## src/rtl/vga_timing_receiver.sv

```systemverilog
// Recovers pixel coordinates, frame-start strobes and a lock indication from
// an active-high hsync/vsync/blank timing stream on the pixel clock.
module vga_timing_receiver #(
  parameter int H_ACTIVE    = 1024,
  parameter int H_TOTAL     = 1344,
  parameter int V_ACTIVE    = 768,
  parameter int V_TOTAL     = 806,
  parameter int LOCK_FRAMES = 2
) (
  input  logic        clk_in,
  input  logic        rst_in,
  input  logic        hsync_in,
  input  logic        vsync_in,
  input  logic        blank_in,
  output logic [10:0] x_out,
  output logic [9:0]  y_out,
  output logic        valid_out,
  output logic        frame_start_out,
  output logic        locked_out,
  output logic [7:0]  err_count_out
);

  typedef enum logic [1:0] {SEARCH, TRAIN, LOCKED} state_t;

  localparam logic [10:0] H_ACTIVE_W = 11'(H_ACTIVE);
  localparam logic [11:0] H_TOTAL_W  = 12'(H_TOTAL);
  localparam logic [10:0] V_ACTIVE_W = 11'(V_ACTIVE);
  localparam logic [10:0] V_TOTAL_W  = 11'(V_TOTAL);
  localparam logic [7:0]  LOCK_W     = 8'(LOCK_FRAMES);

  state_t      state_q, state_d;
  logic        hs_q, hs_d, vs_q, vs_d, bl_q, bl_d;
  logic [10:0] x_cnt_q, x_cnt_d;
  logic [9:0]  y_cnt_q, y_cnt_d;
  logic [11:0] h_per_q, h_per_d;
  logic        hs_seen_q, hs_seen_d;
  logic [10:0] v_lines_q, v_lines_d;
  logic [10:0] v_act_q, v_act_d;
  logic [7:0]  good_q, good_d;
  logic        frame_bad_q, frame_bad_d;
  logic [10:0] x_out_q, x_out_d;
  logic [9:0]  y_out_q, y_out_d;
  logic        valid_q, valid_d;
  logic        fs_q, fs_d;
  logic        locked_q, locked_d;
  logic [7:0]  err_q, err_d;

  logic        hs_rise, vs_rise, bl_rise, run_end, checking;
  logic        h_err, v_err, lose_lock;
  logic [10:0] v_lines_tot, v_act_tot;

  always_comb begin
    hs_rise  = hsync_in & ~hs_q;
    vs_rise  = vsync_in & ~vs_q;
    bl_rise  = blank_in & ~bl_q;
    // A blank edge only ends a line when that line actually had pixels.
    run_end  = bl_rise && (x_cnt_q != 11'd0);
    checking = (state_q != SEARCH);

    // A line or active run landing on the vsync edge belongs to the ending frame.
    v_lines_tot = (hs_rise && v_lines_q != '1) ? v_lines_q + 11'd1 : v_lines_q;
    v_act_tot   = (run_end && v_act_q != '1)   ? v_act_q + 11'd1   : v_act_q;

    h_err = checking &&
            ((hs_rise && hs_seen_q && (h_per_q != H_TOTAL_W)) ||
             (run_end && (x_cnt_q != H_ACTIVE_W)));
    v_err = checking && vs_rise &&
            ((v_lines_tot != V_TOTAL_W) || (v_act_tot != V_ACTIVE_W));
    lose_lock = (state_q == LOCKED) && (h_err || v_err);

    // NOTE: every _d gets a default first so no path through this block can
    // leave a signal unassigned and infer a latch.
    hs_d        = hsync_in;
    vs_d        = vsync_in;
    bl_d        = blank_in;
    x_cnt_d     = x_cnt_q;
    y_cnt_d     = y_cnt_q;
    x_out_d     = x_out_q;
    y_out_d     = y_out_q;
    state_d     = state_q;
    good_d      = good_q;
    frame_bad_d = frame_bad_q;
    err_d       = err_q;

    if (blank_in) begin
      x_cnt_d = 11'd0;
    end else begin
      x_out_d = x_cnt_q;
      y_out_d = y_cnt_q;
      x_cnt_d = (x_cnt_q == '1) ? x_cnt_q : x_cnt_q + 11'd1;
    end

    if (vs_rise)
      y_cnt_d = 10'd0;
    else if (run_end && y_cnt_q != '1)
      y_cnt_d = y_cnt_q + 10'd1;

    h_per_d   = hs_rise ? 12'd1 : ((h_per_q == '1) ? h_per_q : h_per_q + 12'd1);
    hs_seen_d = hs_seen_q | hs_rise;
    v_lines_d = vs_rise ? 11'd0 : v_lines_tot;
    v_act_d   = vs_rise ? 11'd0 : v_act_tot;

    case (state_q)
      SEARCH: begin
        if (vs_rise) begin
          state_d     = TRAIN;
          good_d      = 8'd0;
          frame_bad_d = 1'b0;
        end
      end
      TRAIN: begin
        if (h_err) frame_bad_d = 1'b1;
        if (vs_rise) begin
          frame_bad_d = 1'b0;
          if (v_err || h_err || frame_bad_q) begin
            good_d = 8'd0;
          end else begin
            good_d = good_q + 8'd1;
            if (good_d >= LOCK_W) state_d = LOCKED;
          end
        end
      end
      LOCKED: begin
        if (lose_lock) begin
          state_d = SEARCH;
          if (err_q != 8'hFF) err_d = err_q + 8'd1;
        end
      end
      default: state_d = SEARCH;
    endcase

    valid_d  = ~blank_in && (state_q == LOCKED) && !lose_lock;
    fs_d     = vs_rise && (state_q == LOCKED) && !lose_lock;
    locked_d = (state_d == LOCKED);
  end

  // NOTE: sequential state uses non-blocking assignments so every flop
  // samples the pre-edge values regardless of statement order.
  always_ff @(posedge clk_in or negedge rst_in) begin
    if (!rst_in) begin
      state_q     <= SEARCH;
      hs_q        <= 1'b0;
      vs_q        <= 1'b0;
      bl_q        <= 1'b0;
      x_cnt_q     <= '0;
      y_cnt_q     <= '0;
      h_per_q     <= '0;
      hs_seen_q   <= 1'b0;
      v_lines_q   <= '0;
      v_act_q     <= '0;
      good_q      <= '0;
      frame_bad_q <= 1'b0;
      x_out_q     <= '0;
      y_out_q     <= '0;
      valid_q     <= 1'b0;
      fs_q        <= 1'b0;
      locked_q    <= 1'b0;
      err_q       <= '0;
    end else begin
      state_q     <= state_d;
      hs_q        <= hs_d;
      vs_q        <= vs_d;
      bl_q        <= bl_d;
      x_cnt_q     <= x_cnt_d;
      y_cnt_q     <= y_cnt_d;
      h_per_q     <= h_per_d;
      hs_seen_q   <= hs_seen_d;
      v_lines_q   <= v_lines_d;
      v_act_q     <= v_act_d;
      good_q      <= good_d;
      frame_bad_q <= frame_bad_d;
      x_out_q     <= x_out_d;
      y_out_q     <= y_out_d;
      valid_q     <= valid_d;
      fs_q        <= fs_d;
      locked_q    <= locked_d;
      err_q       <= err_d;
    end
  end

  assign x_out           = x_out_q;
  assign y_out           = y_out_q;
  assign valid_out       = valid_q;
  assign frame_start_out = fs_q;
  assign locked_out      = locked_q;
  assign err_count_out   = err_q;

endmodule
```

## config.mk

```make
export PLATFORM = sky130hd
export DESIGN_NAME = vga_timing_receiver
export DESIGN_NICKNAME = d
export VERILOG_FILES = /design/src/rtl/vga_timing_receiver.sv
export SDC_FILE = /design/constraint.sdc
export NUM_CORES = 1
export LEC_CHECK = 0
export CORE_UTILIZATION = 45
export CTS_BUF_LIST = sky130_fd_sc_hd__clkbuf_8
export CTS_CLUSTER_SIZE = 24
export DETAILED_ROUTE_END_ITERATION = 12
export HOLD_SLACK_MARGIN = 0.05
export SLEW_MARGIN = 30
export SYNTH_ARGS = -nofsm -noshare
export SYNTH_HDL_FRONTEND = slang
export SYNTH_SLANG_ARGS = --single-unit
```

## constraint.sdc

```tcl
create_clock -name clk_in -period 4.7 [get_ports clk_in]
set_input_delay 0.94 -clock clk_in [delete_from_list [all_inputs] [get_ports clk_in]]
set_output_delay 0.94 -clock clk_in [all_outputs]
set_load 0.01 [all_outputs]
```

==> impl_summary.log, run 1 <==
[metrics] area added between synthesis and finish: 12.1%
[metrics] effective utilization at floorplan: 0.465
[metrics] post-synthesis simple-gate area fraction: 0.238
[metrics] Synth Area in Adders: 0.0234
[metrics] capturing element type of the critical path: flip-flop
[metrics] clock latency at the later pin of the worst-skew pair: 0.39 ns
[metrics] global router's overall resource usage: 0.185
[metrics] fraction of the cycle the final worst path needs: 0.718
[metrics] critical path launch point type: input port
[metrics] via count of the first global-routing pass: 3,724
[metrics] final net count: 572
[metrics] number of max-slew violations in the final report: 0
[metrics] transition time at the pin with the least slew margin: 0.674 ns
[metrics] TritonCTS Buffers: 9
[metrics] synthesis-stage register bit count: 102
[metrics] switching part of the total: 0.275
[metrics] average vias per placed instance: 5.51
[metrics] total power per unit cell area: 275 mW/mm^2
[metrics] combined area of the multi-input logic cells: 0.00266 mm^2
[metrics] leading register cell type out of synthesis: sky130_fd_sc_hd__dfrtp_1
[metrics] global route total overflow: 0
[metrics] floorplan die area: 0.0123 mm^2
[metrics] post-synth cell types: 67
[metrics] antenna diode instance count: 0
[metrics] switching component of the power: 0.453 mW
[metrics] Reg clk slew, reported paths: 0.09 ns
[metrics] share of synthesized area occupied by flip-flops and latches: 0.477
[metrics] class of the most critical setup path: in -> reg
[metrics] Synth Area in XOR/XNOR: 0.0753
[metrics] number of flops mapped to enable cells by yosys: 0
[metrics] fraction of final layout cells with drive strength greater than 1: 0.117
[metrics] number of warnings printed during yosys synthesis: 0
[metrics] io pins: 37
[metrics] highest clock rate: 0.296 GHz
[metrics] Clock Skews: 0.0121 ns
[metrics] core region area: 0.0115 mm^2
[metrics] clock tree sinks: 102
[metrics] max-capacitance violation count: 0
[metrics] Resized cells post-CTS: 0
[metrics] Buffers on Ports: 36
[metrics] most frequent cells in the layout: sky130_fd_sc_hd__dfrtp_1, sky130_fd_sc_hd__nor2_1, sky130_fd_sc_hd__nand2_1
[metrics] leak pwr: 2.58 nW
[metrics] drt drc: 0
[metrics] antenna violations before repair: 0
[metrics] worst slack at placement: 0.957 ns
[metrics] number of detailed-route iterations in the first pass: 4
[metrics] post-layout min period: 3.37 ns
[metrics] pin count of the biggest net entering global routing: 71
[metrics] mux cell area share after synthesis: 0.0540
[metrics] combinational share of power: 0.098
[metrics] clock network fraction of design power: 0.323
[metrics] root buffer cell: sky130_fd_sc_hd__clkbuf_8
[metrics] routability congestion estimate from global placement: 0.814
[metrics] detailed-route via count: 3,888
[metrics] Worst EP required: 4.97 ns
[metrics] layout filler cell count: 1,063
[metrics] Die H: 111 um
[metrics] worst-case clock buffer depth: 2
[metrics] sequential fraction of design power: 0.579
[metrics] Sequential Area: 0.00255 mm^2
[metrics] Chip Width: 111 um
[metrics] final hold vios: 0
[metrics] worst ir drop on vdd: 0.000213 V
[metrics] detail-routed net length per standard cell: 14.9 um
[metrics] Setup TNS Final: 0 ns
[metrics] combined area of all synthesized cells: 0.00535 mm^2
[metrics] detailed placement HPWL: 7030 um
[metrics] run status: complete, no violations
[metrics] post-route antenna net violation count: 0
[metrics] worst rel slew slack: 0.548
[metrics] dominant combinational cell family by area after synthesis: simple AND/OR/NAND/NOR gates
[metrics] Pwr Total: 1.65 mW
[metrics] leading cell type in the layout, fill and taps excluded: sky130_fd_sc_hd__dfrtp_1
[metrics] net count of the mapped netlist: 542
[metrics] worst path setup slack after routing: 1.33 ns
[metrics] average footprint of a synthesized cell: 10.2 um^2
[metrics] clock tree from TritonCTS: yes
[metrics] wire length of the first global-routing pass: 18,200 um
[metrics] Hold Path Class: reg -> reg
[metrics] number of cell rows: 39
[metrics] synthesized-area fraction occupied by ao, oa, aoi and oai cells: 0.106
[metrics] hold_buf cts: 0
[metrics] WL final: 10,500 um
[metrics] unrepaired setup endpoints after global routing: false
[metrics] # Post-CTS Setup Buffers: 0
[metrics] largest fanout of any net on the critical path: 9
[metrics] endpoints failing setup: 0
[metrics] cell-internal power: 1.19 mW
[metrics] post-synthesis async set-or-reset flop share: 1.00
[metrics] number of design-rule violations left by the first detailed-router iteration: 254
[metrics] arrival time at the worst endpoint: 3.64 ns
[metrics] Mapped Cells: 527
[metrics] H-tree depth: 3
-- worst max-delay path, cell delays in order --
cell and delay (ns):
sky130_fd_sc_hd__clkdlybuf4s50_1 0.49, sky130_fd_sc_hd__nor2b_1 0.51, sky130_fd_sc_hd__a21oi_1 0.17, sky130_fd_sc_hd__a2111oi_0 0.44, sky130_fd_sc_hd__o21ai_1 0.20, sky130_fd_sc_hd__nor3_2 0.26, sky130_fd_sc_hd__nand4_2 0.29, sky130_fd_sc_hd__nor3b_1 0.28
sky130_fd_sc_hd__nor3_1 0.06
-- power by group through the flow --
stage	clock network, mW	registers, mW	logic, mW
after floorplan	0	0.965	0.104
after global placement	0	0.970	0.162
after detailed placement	0	0.971	0.165
after CTS	0.557	0.954	0.166
after global routing	0.588	0.960	0.186
final	0.532	0.954	0.161
-- cell type report --
class | instances | area share
tap | 143 | 0.0298
timing repair buffer | 40 | 0.0653
clock buffer | 10 | 0.0230
inverter | 9 | 0.00563
multi-input combinational | 395 | 0.443
clock inverter | 6 | 0.00772
sequential | 102 | 0.426
-- synthesized netlist by cell type, types with 3 or more instances --
| master | instances | share of area |
|---|---|---|
| sky130_fd_sc_hd__nor2_1 | 60 | 0.042 |
| sky130_fd_sc_hd__mux2_2 | 19 | 0.040 |
| sky130_fd_sc_hd__ha_1 | 10 | 0.023 |
| sky130_fd_sc_hd__mux2i_1 | 6 | 0.011 |
| sky130_fd_sc_hd__nand4_1 | 16 | 0.019 |
| sky130_fd_sc_hd__or3_1 | 8 | 0.0094 |
| sky130_fd_sc_hd__a311oi_1 | 4 | 0.0065 |
| sky130_fd_sc_hd__dfrtp_1 | 102 | 0.48 |
| sky130_fd_sc_hd__xor2_1 | 23 | 0.038 |
| sky130_fd_sc_hd__nand3b_1 | 3 | 0.0042 |
| sky130_fd_sc_hd__inv_1 | 9 | 0.0063 |
| sky130_fd_sc_hd__nor3_1 | 14 | 0.013 |
| sky130_fd_sc_hd__a21oi_1 | 20 | 0.019 |
| sky130_fd_sc_hd__a21o_1 | 6 | 0.0084 |
| sky130_fd_sc_hd__a31oi_1 | 6 | 0.0070 |
| sky130_fd_sc_hd__and2_1 | 4 | 0.0047 |
| sky130_fd_sc_hd__o22ai_1 | 3 | 0.0035 |
| sky130_fd_sc_hd__nor3b_1 | 5 | 0.0070 |
| sky130_fd_sc_hd__and4_1 | 3 | 0.0049 |
| sky130_fd_sc_hd__o21ai_0 | 15 | 0.014 |
| sky130_fd_sc_hd__nand2b_1 | 10 | 0.012 |
| sky130_fd_sc_hd__a211oi_1 | 6 | 0.0084 |
| sky130_fd_sc_hd__nand2_1 | 45 | 0.032 |
| sky130_fd_sc_hd__buf_2 | 3 | 0.0028 |
| sky130_fd_sc_hd__and3_2 | 4 | 0.0056 |
| sky130_fd_sc_hd__xnor2_1 | 23 | 0.038 |
| sky130_fd_sc_hd__nor2b_1 | 7 | 0.0082 |
| sky130_fd_sc_hd__nand3_1 | 24 | 0.022 |
| sky130_fd_sc_hd__clkbuf_1 | 14 | 0.0098 |
| sky130_fd_sc_hd__and3_1 | 12 | 0.014 |
-- cell families (layout without fill, tap and decap cells) --
family,Yosys count,count (layout)
XOR/XNOR,46,46
AO/OA/AOI/OAI,79,79
flip-flops,102,102
AND/OR/NAND/NOR,234,234
buffers and inverters,30,65
adder cells (fa/ha/maj),10,10
multiplexers,26,26
-- metrics by stage --
step,std cells,util,cell area (um^2),hold WS (ns)
after floorplan,527,-,5350,0.434
after global placement,689,0.504,5810,0.453
after detailed placement,689,0.504,5810,0.460
after CTS,705,0.520,5990,0.482
after global routing,705,0.521,6000,0.519
final,705,0.521,6000,0.477
-- path summary, 6_finish.rpt --
kind	slack (ns)	to	start	cells past startpoint
worst max-delay path	1.33	state_q[0]	hsync_in	9
worst min-delay path	0.48	hs_seen_q	hs_seen_q	1
worst max register to register	1.98	state_q[0]	v_lines_q[0]	9
worst min register to register	0.48	hs_seen_q	hs_seen_q	1
max in group asynchronous	3.26	x_cnt_q[9]	rst_in	2
min in group asynchronous	0.54	h_per_q[2]	rst_in	1
-- state kept, by name (all words and copies together) (netlist names), 8 cells and up --
signal / flops
y_out: 10
good_q: 8
v_act_q: 11
y_cnt_q: 10
x_cnt_q: 11
h_per_q: 12
v_lines_q: 11
err_count_out: 8
x_out: 11
-- routing by layer --
layer  GRT usage  routed length [um]  vias up
li1            -                   -     1926
met1       0.255                5140     1887
met2       0.280                4870       66
met3      0.0508                 378        9
met4      0.0667                 105        0
met5           0                   0        -
Note: power is estimated with default switching activity, not from simulation.
==> inputs of run 2 (changes only) <==
- clock period: 4.7 -> 3.2 ns (I/O delays scaled with it)
==> impl_summary.log, run 2 (synthesis results as in run 1) <==
[metrics] run status: complete, no violations
[metrics] global route total overflow: 0 (unchanged)
[metrics] register containing the most flip-flops in the final layout: h_per_q
[metrics] fraction of final layout cells with drive strength greater than 1: 0.122 (+0.00469)
[metrics] via count of the first global-routing pass: 3,794 (+1.9%)
[metrics] transition time at the pin with the least slew margin: 0.586 ns (-0.0880 ns)
[metrics] post-route antenna net violation count: 0 (unchanged)
[metrics] worst slack at placement: 0.114 ns (-0.843 ns)
[metrics] final hold vios: 0 (unchanged)
[metrics] # Post-CTS Setup Buffers: 0 (unchanged)
[metrics] WL final: 10,600 um (+1.0%)
[metrics] effective utilization at floorplan: 0.465 (unchanged)
[metrics] global router's overall resource usage: 0.184 (-0.000479)
[metrics] arrival time at the worst endpoint: 2.96 ns (-0.68 ns)
[metrics] clock tree from TritonCTS: yes
[metrics] routability congestion estimate from global placement: 0.903 (+11%)
[metrics] root buffer cell: sky130_fd_sc_hd__clkbuf_8
[metrics] cell area after layout: 0.00603 mm^2 (+0.61%)
[metrics] Clock Skews: 0.0117 ns (-0.000323 ns)
[metrics] critical-path cell list: clkdlybuf4s50_1, nor2b_1, buf_4, nand4_1, a2111oi_2, o22ai_1, nor3_2, nand4_2, nor3b_1, nor3_1
[metrics] antenna diode instance count: 0 (unchanged)
[metrics] TritonCTS Buffers: 9 (unchanged)
[metrics] unrepaired setup endpoints after global routing: false
[metrics] io pins: 37 (unchanged)
[metrics] area added between synthesis and finish: 12.7%
[metrics] floorplan die area: 0.0123 mm^2 (unchanged)
[metrics] path depth of the worst reg2reg path: 9 (unchanged)
[metrics] cell family with most CP delay: simple AND/OR/NAND/NOR gates
[metrics] Worst EP required: 3.46 ns (-1.51 ns)
[metrics] total power per unit cell area: 400 mW/mm^2 (+46%)
[metrics] Setup TNS Final: 0 ns (unchanged)
[metrics] reg2reg end: state_q[0]
[metrics] Chip Width: 111 um (unchanged)
[metrics] core region area: 0.0115 mm^2 (unchanged)
[metrics] final net count: 576 (+0.70%)
[metrics] wire length of the first global-routing pass: 18,300 um (+0.12%)
[metrics] Pwr Total: 2.41 mW (+46%)
[metrics] worst setup slack for register-to-register paths: 0.56 ns (-1.42 ns)
[metrics] Buffers on Ports: 36 (unchanged)
[metrics] max-capacitance violation count: 0 (unchanged)
[metrics] number of cell rows: 39 (unchanged)
[metrics] worst path setup slack after routing: 0.500 ns (-0.827 ns)
[metrics] drt drc: 0 (unchanged)
[metrics] pin count of the biggest net entering global routing: 62 (-13%)
[metrics] antenna violations before repair: 0 (unchanged)
[metrics] number of max-slew violations in the final report: 0 (unchanged)
[metrics] worst stage delay on the critical path: 0.48 ns (-0.03 ns)
[metrics] layout filler cell count: 1,065 (+0.19%)
[metrics] Die H: 111 um (unchanged)
[metrics] fraction of the cycle the final worst path needs: 0.844
[metrics] endpoints failing setup: 0 (unchanged)
[metrics] startpoint of the most critical register-to-register path: v_lines_q[0]
[metrics] Resized cells post-CTS: 0 (unchanged)
[metrics] Reg clk slew, reported paths: 0.10 ns (about the same)
[metrics] hold_buf cts: 0 (unchanged)
[metrics] number of detailed-route iterations in the first pass: 4 (unchanged)
[metrics] average vias per placed instance: 5.44 (-1.3%)
[metrics] worst rel slew slack: 0.607 (+0.0590)
[metrics] max FFs per register: 12 (unchanged)
[metrics] worst ir drop on vdd: 0.000272 V (+27%)
[metrics] leading cell type in the layout, fill and taps excluded: sky130_fd_sc_hd__dfrtp_1
[metrics] highest clock rate: 0.370 GHz
[metrics] capturing element type of the critical path: flip-flop
[metrics] critical path launch point type: input port
[metrics] detail-routed net length per standard cell: 15.0 um (+0.57%)
[metrics] largest fanout of any net on the critical path: 9 (unchanged)
[metrics] Hold Path Class: in -> async
[metrics] number of design-rule violations left by the first detailed-router iteration: 172 (-32%)
[metrics] clock tree sinks: 102 (unchanged)
[metrics] leak pwr: 2.61 nW (+0.81%)
[metrics] detailed-route via count: 3,854 (-0.87%)
[metrics] post-layout min period: 2.70 ns
[metrics] detailed placement HPWL: 7340 um (+4.5%)
[metrics] H-tree depth: 3 (unchanged)
[metrics] class of the most critical setup path: in -> reg
[metrics] clock latency at the later pin of the worst-skew pair: 0.37 ns (-0.02 ns)
[metrics] count of buffering cells on the critical path with inverters included: 2 (+1)
[metrics] cell with the largest stage delay on the worst path: sky130_fd_sc_hd__clkdlybuf4s50_1
[metrics] worst-case clock buffer depth: 2 (unchanged)
[metrics] cell area reported after detailed placement: 0.00585 mm^2 (+0.73%)
[metrics] most frequent cells in the layout: sky130_fd_sc_hd__dfrtp_1, sky130_fd_sc_hd__nor2_1, sky130_fd_sc_hd__nand2_1
run 2: cell types whose count changed in the layout (fill, tap and decap cells not counted), sizes merged:
cell / delta
clkbuf: +1
buf: +4
clkinv: -2
run 2: metal layers:
layer | track usage | share of wire | routed length [um] | vias up
met2 | 0.297 | 0.47 | 4960 | 53
li1 | - | - | - | 1928
met4 | 0.0468 | 0.0092 | 98 | 0
met1 | 0.245 | 0.49 | 5160 | 1867
met5 | 0 | 0 | 0 | -
met3 | 0.0525 | 0.036 | 381 | 6
run 2: metrics by stage:
step	hold WS [ns]	cells	utilization
after detailed placement	0.456	693	0.508
after CTS	0.252	708	0.524
after global routing	0.276	708	0.524
final	0.246	708	0.524
after global placement	0.450	693	0.508
after floorplan	0.344	527	-
run 2: cell type report:
| class | count | area (um^2) | share of cell area |
|---|---|---|---|
| Sequential cell | 102 | 2550 | 0.423 |
| Tap cell | 143 | 179 | 0.0297 |
| Clock buffer | 11 | 151 | 0.0251 |
| Multi-Input combinational cell | 395 | 2660 | 0.440 |
| Inverter | 9 | 33.8 | 0.00560 |
| Clock inverter | 4 | 30.0 | 0.00498 |
| Timing Repair Buffer | 44 | 430 | 0.0713 |
run 2: where the power goes:
part | internal [mW] | switching [mW] | leakage [nW] | total [mW]
clock | 0.326 | 0.441 | 0.0976 | 0.767
combinational | 0.106 | 0.139 | 1.12 | 0.245
sequential | 1.34 | 0.0589 | 1.38 | 1.40
run 2: worst max-delay path by stage:
stage	cells after the start	endpoint	start	slack (ns)
after floorplan	8	err_count_out[1]	hsync_in	0.78
after global placement	10	state_q[0]	hsync_in	0.14
after detailed placement	10	state_q[0]	hsync_in	0.11
after CTS	10	state_q[0]	hsync_in	0.51
after global routing	9	state_q[0]	v_lines_q[0]	0.24
final	10	state_q[0]	hsync_in	0.50
run 2: worst register-to-register path: stages (launching register included):
cell	delay [ns]
sky130_fd_sc_hd__dfrtp_1	0.47
sky130_fd_sc_hd__ha_1	0.24
sky130_fd_sc_hd__and2_1	0.25
sky130_fd_sc_hd__nand4_1	0.16
sky130_fd_sc_hd__a2111oi_0	0.39
sky130_fd_sc_hd__o21ai_1	0.18
sky130_fd_sc_hd__nor3_2	0.23
sky130_fd_sc_hd__nand4_2	0.28
sky130_fd_sc_hd__nor3b_1	0.28
sky130_fd_sc_hd__nor3_1	0.07
==> inputs of run 3 (changes only) <==
- clock period: 3.2 -> 2.5 ns (I/O delays scaled with it)
==> impl_summary.log, run 3 (synthesis results as in run 1) <==
[metrics] wire length of the first global-routing pass: 19,300 um (+5.7%)
[metrics] dpl cells: 739 (+6.6%)
[metrics] max FFs per register: 12 (unchanged)
[metrics] Layout Cells excl Fill: 761 (+7.5%)
[metrics] cell with the largest stage delay on the worst path: sky130_fd_sc_hd__dfrtp_1
[metrics] core region area: 0.0115 mm^2 (unchanged)
[metrics] Setup TNS Final: 0 ns (unchanged)
[metrics] pin count of the biggest net entering global routing: 47 (-24%)
[metrics] highest layer used for signal routing: met4
[metrics] worst setup slack for register-to-register paths: 0.06 ns (-0.50 ns)
[metrics] antenna diode instance count: 0 (unchanged)
[metrics] global router's overall resource usage: 0.194 (+0.00910)
[metrics] post-layout utilization of the core: 0.575 (+0.0514)
[metrics] clock tree from TritonCTS: yes
[metrics] root buffer cell: sky130_fd_sc_hd__clkbuf_8
[metrics] io pins: 37 (unchanged)
[metrics] worst stage delay on the critical path: 0.40 ns (-0.08 ns)
[metrics] Pwr Total: 3.25 mW (+35%)
[metrics] Die H: 111 um (unchanged)
[metrics] endpoints failing setup: 0 (unchanged)
[metrics] arrival time at the worst endpoint: 2.71 ns (-0.25 ns)
[metrics] clock tree sinks: 102 (unchanged)
[metrics] run status: complete, no violations
[metrics] total power per unit cell area: 490 mW/mm^2 (+23%)
[metrics] TritonCTS Buffers: 9 (unchanged)
[metrics] DRT met1 WL: 5340 um (+3.5%)
[metrics] detailed placement HPWL: 7580 um (+3.3%)
[metrics] Hold Path Class: reg -> reg
[metrics] floorplan die area: 0.0123 mm^2 (unchanged)
[metrics] routed length on met3: 383 um (+0.52%)
[metrics] number of cell rows: 39 (unchanged)
[metrics] worst path setup slack after routing: 0.0624 ns (-0.437 ns)
[metrics] class of the most critical setup path: reg -> reg
[metrics] largest fanout of any net on the critical path: 8 (-1)
[metrics] Buffers on Ports: 36 (unchanged)
[metrics] leak pwr: 2.91 nW (+12%)
[metrics] fraction of the cycle the final worst path needs: 0.975
[metrics] detailed-route via count: 4,149 (+7.7%)
[metrics] leading cell type in the layout, fill and taps excluded: sky130_fd_sc_hd__dfrtp_1
[metrics] clock latency at the later pin of the worst-skew pair: 0.38 ns (about the same)
[metrics] register containing the most flip-flops in the final layout: h_per_q
[metrics] number of detailed-route iterations in the first pass: 5 (+1)
[metrics] Worst EP required: 2.77 ns (-0.69 ns)
[metrics] detail-routed net length per standard cell: 14.9 um (-0.63%)
[metrics] global route total overflow: 0 (unchanged)
[metrics] critical-path cell list: inv_2, ha_4, nor3b_4, a31oi_4, buf_4, a311oi_2, a41oi_4, nor4b_4, a21oi_4, mux2_4
[metrics] via count of the first global-routing pass: 4,112 (+8.4%)
[metrics] highest clock rate: 0.410 GHz
[metrics] routability congestion estimate from global placement: 0.882 (-2.3%)
[metrics] area added between synthesis and finish: 23.8%
[metrics] most frequent cells in the layout: sky130_fd_sc_hd__dfrtp_1, sky130_fd_sc_hd__nor2_1, sky130_fd_sc_hd__buf_4
[metrics] Chip Width: 111 um (unchanged)
[metrics] final hold vios: 0 (unchanged)
[metrics] post-layout min period: 2.44 ns
[metrics] worst ir drop on vdd: 0.000334 V (+23%)
[metrics] number of max-slew violations in the final report: 0 (unchanged)
[metrics] final net count: 629 (+9.2%)
[metrics] routed length on met2: 5530 um (+12%)
[metrics] post-route antenna net violation count: 0 (unchanged)
[metrics] cell area reported after detailed placement: 0.00620 mm^2 (+5.9%)
[metrics] effective utilization at floorplan: 0.465 (unchanged)
[metrics] critical path launch point type: flip-flop
[metrics] antenna violations before repair: 0 (unchanged)
[metrics] worst slack at placement: -0.452 ns (-0.566 ns)
[metrics] H-tree depth: 3 (unchanged)
[metrics] Reg clk slew, reported paths: 0.10 ns (about the same)
[metrics] drt drc: 0 (unchanged)
[metrics] number of design-rule violations left by the first detailed-router iteration: 275 (+60%)
[metrics] cell area after layout: 0.00663 mm^2 (+9.8%)
[metrics] average vias per placed instance: 5.45 (+0.16%)
[metrics] max-capacitance violation count: 0 (unchanged)
[metrics] WL final: 11,300 um (+6.8%)
[metrics] worst-case clock buffer depth: 2 (unchanged)
[metrics] worst rel slew slack: 0.647 (+0.0399)
[metrics] transition time at the pin with the least slew margin: 0.525 ns (-0.0612 ns)
[metrics] fraction of final layout cells with drive strength greater than 1: 0.223 (+0.101)
[metrics] capturing element type of the critical path: flip-flop
[metrics] Clock Skews: 0.00850 ns (-0.00324 ns)
[metrics] worst hold-check slack: 0.481 ns (+0.235 ns)
==> run 3: cell count changes in the layout (fill, tap and decap cells not counted), sizes merged <==
cell	change
buf	+51
bufinv	+1
clkbuf	-1
clkinv	+1
dlygate4sd3	+1
inv	-1
nand4	+1
==> run 3: final timing paths <==
path / end / cells past startpoint / start
worst max-delay path: err_count_out[1] / 10 / x_cnt_q[0]
worst min-delay path: hs_seen_q / 1 / hs_seen_q
worst max register to register: err_count_out[1] / 10 / x_cnt_q[0]
worst min register to register: hs_seen_q / 1 / hs_seen_q
max in group asynchronous: y_cnt_q[7] / 3 / rst_in
min in group asynchronous: h_per_q[4] / 2 / rst_in
==> run 3: report_power, final <==
part / internal, mW / total [mW] / switching (mW)
Combinational: 0.192 / 0.417 / 0.225
Clock: 0.489 / 1.05 / 0.566
Sequential: 1.72 / 1.78 / 0.0589
Total: 2.40 / 3.25 / 0.849
==> run 3: layer usage <==
layer,global-route usage,up-vias
met4,0.0559,0
met5,0,-
met3,0.0432,4
met1,0.257,2045
met2,0.318,61
li1,-,2039
==> run 3: area by class of cell <==
cell class / count / area, um^2
Inverter: 9 / 33.8
Tap cell: 143 / 179
Fill cell: 1006 / 4890
Clock buffer: 10 / 138
Multi-Input combinational cell: 396 / 2840
Timing Repair Buffer: 96 / 827
Sequential cell: 102 / 2550
Clock inverter: 5 / 57.6
==> run 3: what timing repair did <==
action	4_1_cts	5_1_grt
setup buffers	0	5
endpoints found under the hold margin	26	0
pin swaps	2	8
gates cloned	0	1
hold buffers	1	0
resized for setup	7	24
endpoints found under the setup margin	9	23
==> run 3: worst max-delay path: cells and delay by family (launching register included) <==
kind	cells	cell delay (ns)
AOI/OAI and AO/OA	4	0.69
adders and majority gates	1	0.13
buffers and inverters	2	0.28
DFF	1	0.40
muxes	1	0.31
and+or+nand+nor	2	0.52
